==> src/rtl/adc_frame_align_ctrl.sv <==
// ADC frame-clock bitslip alignment controller, divclk domain.
// Optional per-lane data check: define ADC_LANE_CHECK_EN.
module adc_frame_align_ctrl #(
    parameter logic [7:0] FRAME_PATTERN = 8'h0F,
    parameter int         SETTLE_CYCLES = 16,
    parameter int         LOCK_COUNT    = 64,
    parameter int         UNLOCK_COUNT  = 4,
    parameter int         MAX_SLIPS     = 8,
    parameter int         AUTO_START    = 1
) (
    input  logic        clk,
    input  logic        rst_n,
    input  logic        align_start,
    input  logic [7:0]  fclk_deser,
    input  logic [63:0] data_deser,
`ifdef ADC_LANE_CHECK_EN
    input  logic [7:0]  test_pattern,
    output logic [7:0]  lane_ok,
    output logic [15:0] lane_err_cnt,
`endif
    output logic        bitslip,
    output logic        locked,
    output logic        align_fail,
    output logic [3:0]  slip_count,
    output logic [2:0]  state_dbg
);

    localparam int MW = $clog2(LOCK_COUNT + 1);
    localparam int UW = $clog2(UNLOCK_COUNT + 1);
    localparam int SW = $clog2(SETTLE_CYCLES + 1);

    typedef enum logic [2:0] {
        IDLE   = 3'd0,
        CHECK  = 3'd1,
        SLIP   = 3'd2,
        SETTLE = 3'd3,
        LOCKED = 3'd4,
        FAIL   = 3'd5
    } state_t;

    state_t        state_q, state_d;
    logic [MW-1:0] match_q, match_d;
    logic [UW-1:0] miss_q, miss_d;
    logic [SW-1:0] settle_q, settle_d;
    logic [3:0]    slip_q, slip_d;
    logic          hit;

    assign hit = (fclk_deser == FRAME_PATTERN);

    always_ff @(posedge clk or negedge rst_n) begin
        if (!rst_n) begin
            state_q    <= IDLE;
            match_q    <= '0;
            miss_q     <= '0;
            settle_q   <= '0;
            slip_q     <= '0;
            bitslip    <= 1'b0;
            locked     <= 1'b0;
            align_fail <= 1'b0;
        end else begin
            state_q    <= state_d;
            match_q    <= match_d;
            miss_q     <= miss_d;
            settle_q   <= settle_d;
            slip_q     <= slip_d;
            bitslip    <= (state_d == SLIP);
            locked     <= (state_d == LOCKED);
            align_fail <= (state_d == FAIL);
        end
    end

    always_comb begin
        state_d  = state_q;
        match_d  = match_q;
        miss_d   = miss_q;
        settle_d = settle_q;
        slip_d   = slip_q;
        unique case (state_q)
            IDLE: begin
                if (AUTO_START != 0) begin
                    state_d = CHECK;
                end
            end
            CHECK: begin
                if (hit) begin
                    if (match_q == MW'(LOCK_COUNT - 1)) begin
                        state_d = LOCKED;
                        match_d = '0;
                        miss_d  = '0;
                    end else begin
                        match_d = match_q + MW'(1);
                    end
                end else begin
                    match_d = '0;
                    if (slip_q < 4'(MAX_SLIPS)) begin
                        state_d = SLIP;
                    end else begin
                        state_d = FAIL;
                    end
                end
            end
            SLIP: begin
                if (slip_q < 4'(MAX_SLIPS)) begin
                    slip_d = slip_q + 4'd1;
                end
                settle_d = '0;
                state_d  = SETTLE;
            end
            SETTLE: begin
                // incoming words are ignored while the SERDES re-settles
                if (settle_q == SW'(SETTLE_CYCLES - 1)) begin
                    settle_d = '0;
                    match_d  = '0;
                    state_d  = CHECK;
                end else begin
                    settle_d = settle_q + SW'(1);
                end
            end
            LOCKED: begin
                if (hit) begin
                    miss_d = '0;
                end else if (miss_q == UW'(UNLOCK_COUNT - 1)) begin
                    miss_d  = '0;
                    match_d = '0;
                    slip_d  = '0;
                    state_d = CHECK;
                end else begin
                    miss_d = miss_q + UW'(1);
                end
            end
            FAIL: begin
                state_d = FAIL;
            end
            default: begin
                state_d = IDLE;
            end
        endcase
        // restart wins over every other transition this cycle
        if (align_start) begin
            state_d  = CHECK;
            match_d  = '0;
            miss_d   = '0;
            settle_d = '0;
            slip_d   = '0;
        end
    end

    assign slip_count = slip_q;
    assign state_dbg  = state_q;

`ifdef ADC_LANE_CHECK_EN
    logic [7:0]  lane_hit;
    logic [15:0] err_q;
    logic        in_lock;

    always_comb begin
        lane_hit = '0;
        for (int n = 0; n < 8; n++) begin
            lane_hit[n] = (data_deser[8*n +: 8] == test_pattern);
        end
    end

    assign in_lock = (state_q == LOCKED);

    always_ff @(posedge clk or negedge rst_n) begin
        if (!rst_n) begin
            lane_ok <= '0;
            err_q   <= '0;
        end else if (align_start) begin
            lane_ok <= '0;
            err_q   <= '0;
        end else begin
            lane_ok <= (state_d == LOCKED) ? lane_hit : 8'h00;
            if (in_lock && (lane_hit != 8'hFF) && (err_q != 16'hFFFF)) begin
                err_q <= err_q + 16'd1;
            end
        end
    end

    assign lane_err_cnt = in_lock ? err_q : 16'h0000;
`else
    logic data_unused;
    assign data_unused = ^data_deser;
`endif

endmodule
==> config.mk <==
export PLATFORM = sky130hd
export DESIGN_NAME = adc_frame_align_ctrl
export DESIGN_NICKNAME = d
export VERILOG_FILES = /design/src/rtl/adc_frame_align_ctrl.sv
export SDC_FILE = /design/constraint.sdc
export NUM_CORES = 1
export LEC_CHECK = 0
export BUFFER_PORTS_ARGS = -buffer_cell sky130_fd_sc_hd__buf_4
export CAP_MARGIN = 25
export CORE_ASPECT_RATIO = 1.4
export CORE_MARGIN = 10
export CORE_UTILIZATION = 47
export DETAILED_ROUTE_END_ITERATION = 6
export PLACE_DENSITY_LB_ADDON = 0.05
export RECOVER_POWER = 50
export SLEW_MARGIN = 10
export SYNTH_ARGS = -nofsm -noshare
export SYNTH_HDL_FRONTEND = slang
export SYNTH_SLANG_ARGS = --single-unit
==> constraint.sdc <==
create_clock -name clk -period 3.12 [get_ports clk]
set_input_delay 0.312 -clock clk [delete_from_list [all_inputs] [get_ports clk]]
set_output_delay 0.312 -clock clk [all_outputs]
set_load 0.005 [all_outputs]
-- After elaboration in Yosys (flattened, before gate mapping)
Index checks and enable logic that the tools add are counted.
- $add $sub $neg: 4
- magnitude comparators: 1
- equality and inequality tests: 18
- mux-type cells: 29
- reduce and logical (&&, ||, !) cells: 8
- operator list (kind ; count):
    $mux W7 ; 6
    $mux W3 ; 12
    $pmux W7 S3 ; 1
    $ne A3 B3 Y1 const B ; 6
    $pmux W3 S6 ; 1
    $mux W4 ; 4
    $eq A3 B2 Y1 const B ; 4
    $eq A3 B3 Y1 const B ; 4
    $mux W5 ; 2
    $pmux W5 S2 ; 1
    $reduce_bool A3 Y1 ; 3
    $eq A8 B4 Y1 const B ; 1
    $pmux W4 S2 ; 1
    $reduce_and A4 Y1 ; 2
    $add A7 B1 Y7 const B ; 1
    $eq A7 B6 Y1 const B ; 1
    $pmux W3 S2 ; 1
    $add A5 B1 Y5 const B ; 1
    $eq A5 B4 Y1 const B ; 1
    $add A4 B1 Y4 const B ; 1
    $lt A4 B4 Y1 const B ; 1
    $reduce_bool A4 Y1 ; 1
    $add A3 B1 Y3 const B ; 1
    $eq A3 B1 Y1 const B ; 1
    other kinds (2) ; 2
- flip-flop bits (word level): 25
- bits of input ports: 75
- output and inout bits: 10
- word-level logic and storage cells: 68

-- Longest topological paths before layout
- word-level depth: 6
- depth in mapped cells: 6
- gate-level depth less buffers: 6

-- Least setup slack after synthesis
No wires, ideal clock.
- path type: register -> register
- from: register state_q[2], in the netlist state_dbg[2]
- to: register slip_q[2], in the netlist slip_count[2]
- library setup time: 0.119 ns
- arrival time: 1.473 ns
- required time: 3.001 ns
- path slack: 1.528 ns
- stages on the path, launching flop included: 7
- path buffers: 1
- period minus slack after synthesis: 1.592 ns
- path through: dfrtp_1 > buf_6 > or3b_1 > a21oi_2 > o221ai_1 > xnor2_1 > and2_1
- word-level cells in the longest chain between the ends: 3
- elaborated cells between the ends (all ways): 9
- those cells by class: eq/ne: 5; mux: 2; reduce/logical: 2
- RTL lines (element ; RTL line ; text):
    start, declared ; 41 ; state_t state_q, state_d;
    start signal, assigned ; 61 ; state_q <= state_d;
    $eq A3 B3 Y1 / $eq A3 B2 Y1 (equally long branches) ; 78 ; unique case (state_q)
    $ne A3 B3 Y1 (no line) (tied with other cells) ; - ;
    $reduce_and A4 Y1 (no line) / $mux W4 (equally long branches) ; - ;
    end signal, assigned ; 65 ; slip_q <= slip_d;
    end, declared ; 45 ; logic [3:0] slip_q, slip_d;
Parallel ways exist; a longest one is shown, timed or not.
A chain may end at the register's enable or synchronous reset.

-- Worst setup path after layout
- from: register state_q[2], in the netlist state_dbg[2]
- to: register match_q[5]
- word-level cells in the longest chain between the ends: 3
- elaborated cells between the ends (all ways): 10
- those cells by class: eq/ne: 6; mux: 2; reduce/logical: 2
- RTL lines (element ; RTL line ; text):
    $eq A3 B2 Y1 (tied with other cells) ; 78 ;
    $ne A3 B3 Y1 (no line) (tied with other cells) ; - ;
    $reduce_and A4 Y1 (no line) / $mux W7 (equally long branches) ; - ;
    end signal, assigned ; 62 ; match_q <= match_d;
    end, declared ; 42 ; logic [MW-1:0] match_q, match_d;
Parallel ways exist; a longest one is shown, timed or not.

==> flow_metrics.tcl <==
set metrics [dict create \
    yosys.area.top_type "dfrtp_1" \
    setup_slack_ps 1320 \
    wl_per_cell_um 15.1 \
    worst_slew_pin_slew_ps 1380 \
    drcViolationCount 0 \
    status "finished, final reports clean" \
    ys.flop_type "dfrtp_1" \
    min_from "align_start" \
    cts_resized 0 \
    peakVddDrop_mv 0.256 \
    h-tree-depth 1 \
    clk_pin_slew_ps 90 \
    coreArea_um2 3120 \
    worst_setup_path_start_kind "register" \
    grt_max_degree 26 \
    synth_edf_count 0 \
    fin_setup_tns_ps 0 \
    postCtsSetupRepairBufs 0 \
    r2r_start "state_dbg[2]$_DFF_PN0_" \
    cts_tree "built" \
    area_delta_synth_final_pct 13.9 \
    yosys_warnings 0 \
    io_buffers 20 \
    syn_inst 146 \
    critPathArrivalTime_ps 1950 \
    cts_buffers 3 \
    preCtsSetupSlack_ps 1290 \
    drv_slew 0 \
    synth.area.top_cells "dfrtp_1 (41%), nand2b_4 (5.4%), ha_1 (3.3%), o21ai_0 (3.3%), a21oi_1 (2.6%)" \
    die_h_um 87.2 \
    cts_root_buffer "clkbuf_8" \
    ys_ff_latch 25 \
    setup_viol_count_final 0 \
    fin_worst_skew_ps 5.59 \
    wirelength_um 3100 \
    min_period_ps 1800 \
    diodes 0 \
    clockBufferDepth 2 \
    timing_worst_setup_path_type "register to register" \
    pwr_density_cell_nw_per_um2 367 \
    worstPathMaxFanout 11 \
    final_hold_viol_count 0 \
    synth.avg_cell_area_um2 10.4 \
    viasPerCell 5.64 \
    drive_above_1_share_pct 26.5 \
    antenna_found_initial 0 \
    period_share_pct 57.7 \
    syn_area_um2 1520 \
    nNetsFinal 246 \
    use_met3_pct 2.32 \
    slew_headroom_pct 8.29 \
    num_rows 24 \
    grt_overflow 0 \
    rsz0062_at_grt "no" \
    yosysSeqAreaShare_pct 41.2 \
    antenna_left 0 \
    clk-insertion-delay-late_ps 270 \
    first_iter_violations 27 \
    fmax_mhz 555 \
    dpl.hpwl_um 2400 \
    hold_path.class "input port to register" \
    vias 1156 \
    netlist-cell-type-count 50 \
    grt_pass1_wl_um 5250 \
    cap_violations 0 \
    worst-endpoint-required_ps 3270 \
    drtPass1Iterations 4 \
    ff2ff_setup_slack_ps 1320 \
    grt_pass1_vias 1143 \
    use_met2_pct 19.4 \
    syn-num-nets 225 \
    gp_congestion 0.763 \
    track_usage_pct 11.1 \
    ys_async_sr_fraction_pct 100 \
    busiest_layer "met2" \
    die_width_um 68.0 \
    p_leak_nw 0.771 \
    initial_core_util_pct 48.6 \
    io-pin-count 85 \
    cts.sinks 25 \
    worstSetupStartpoint "state_dbg[2]$_DFF_PN0_" \
    grtUsageMet1_pct 12.8 \
    synth_top_area_share_pct 41.2 \
    worstSetupEndpointType "register" \
    die_area_um2 5930 \
]
==> sequential cells by signal, summed over array words and instances, names as in the netlist <==
signal / cells
miss_q: 3
slip_count: 4
state_dbg: 3
settle_q: 5
align_fail: 1
bitslip: 1
locked: 1
match_q: 7
==> cell type report <==
class	instances	area [µm²]
sequential	25	626
clock buffer	4	45.0
inverter	6	22.5
multi-input combinational	110	831
fill	305	1390
timing repair buffer	21	156
tap	39	48.8
==> final timing paths <==
path,endpoint,cells after the start
worst max-delay path,match_q[5]$_DFFE_PN0P_,5
worst min-delay path,settle_q[2]$_DFFE_PN0P_,2
worst max register to register,match_q[5]$_DFFE_PN0P_,5
worst min register to register,miss_q[2]$_DFFE_PN0P_,1
max in group asynchronous,match_q[6]$_DFFE_PN0P_,2
min in group asynchronous,settle_q[0]$_DFFE_PN0P_,2
==> power by group <==
part | internal, mW | switching [mW]
combinational | 0.0446 | 0.0496
sequential | 0.331 | 0.0149
clock | 0.0914 | 0.104
==> layout by cell type (no fill, tap or decap), types with 3 or more instances in the layout <==
master    count
a21oi_1       8
a22o_1        3
buf_4        14
clkbuf_4      5
clkbuf_8      3
dfrtp_1      25
ha_1          4
inv_1         6
nand2_1       9
nand2b_1      3
nand2b_4      6
nand3_1       6
nor2_1        6
nor2b_1       4
nor4_1        3
o21a_1        4
o21ai_0      10
o22ai_1       3
==> cell usage after synthesis (2+ instances only) <==
| master | count |
|---|---|
| dfrtp_1 | 25 |
| o21ai_0 | 10 |
| nand2_1 | 9 |
| a21oi_1 | 8 |
| inv_1 | 6 |
| nand2b_4 | 6 |
| nand3_1 | 6 |
| nor2_1 | 6 |
| ha_1 | 4 |
| nor2b_1 | 4 |
| o21a_1 | 4 |
| a22o_1 | 3 |
| nand2b_1 | 3 |
| nor4_1 | 3 |
| o22ai_1 | 3 |
| a21oi_2 | 2 |
| a31oi_1 | 2 |
| and2_1 | 2 |
| and4bb_4 | 2 |
| buf_6 | 2 |
| nand4_1 | 2 |
| nor3_1 | 2 |
| nor3_4 | 2 |
| nor3b_1 | 2 |
| o21ai_1 | 2 |
| o31ai_1 | 2 |
==> cells by family after synthesis <==
family          count (synthesis)  share of synthesized area [%]
fa+ha+maj                       4                           3.30
simple gates                   59                           27.8
flops                          25                           41.2
compound gates                 45                           22.3
buf+inv                        11                           4.04
mux                             1                          0.742
xor+xnor                        1                          0.577
==> timing repair <==
action                     4_1_cts  5_1_grt
hold endpoints to repair        25        0
hold buffers                     1        0
setup endpoints to repair        0        0
==> metal layers <==
layer | up-vias | routed length (µm)
met4 | 0 | 31
met3 | 4 | 130
met1 | 558 | 1340
met5 | - | 0
li1 | 576 | -
met2 | 18 | 1590
==> metrics by stage <==
stage | total power [mW] | utilization, % | instance area (µm²) | hold WS [ps] | cells
6_report | 0.635 | 55.4 | 1730 | 358 | 205
5_1_grt | 0.668 | 55.4 | 1730 | 381 | 205
4_1_cts | 0.642 | 55.5 | 1730 | 360 | 205
3_5_place_dp | 0.448 | 53.7 | 1680 | 236 | 200
3_3_place_gp | 0.446 | 53.7 | 1680 | 230 | 200
2_1_floorplan | 0.416 | - | 1520 | 16.4 | 146
==> critical path: stages, from the launching register on <==
cell and delay, ps:
dfrtp_1 630, nand2b_4 250, a21oi_2 90, o32ai_4 400, nand2b_4 230, o41ai_2 70
(Power assumes the default switching activity.)
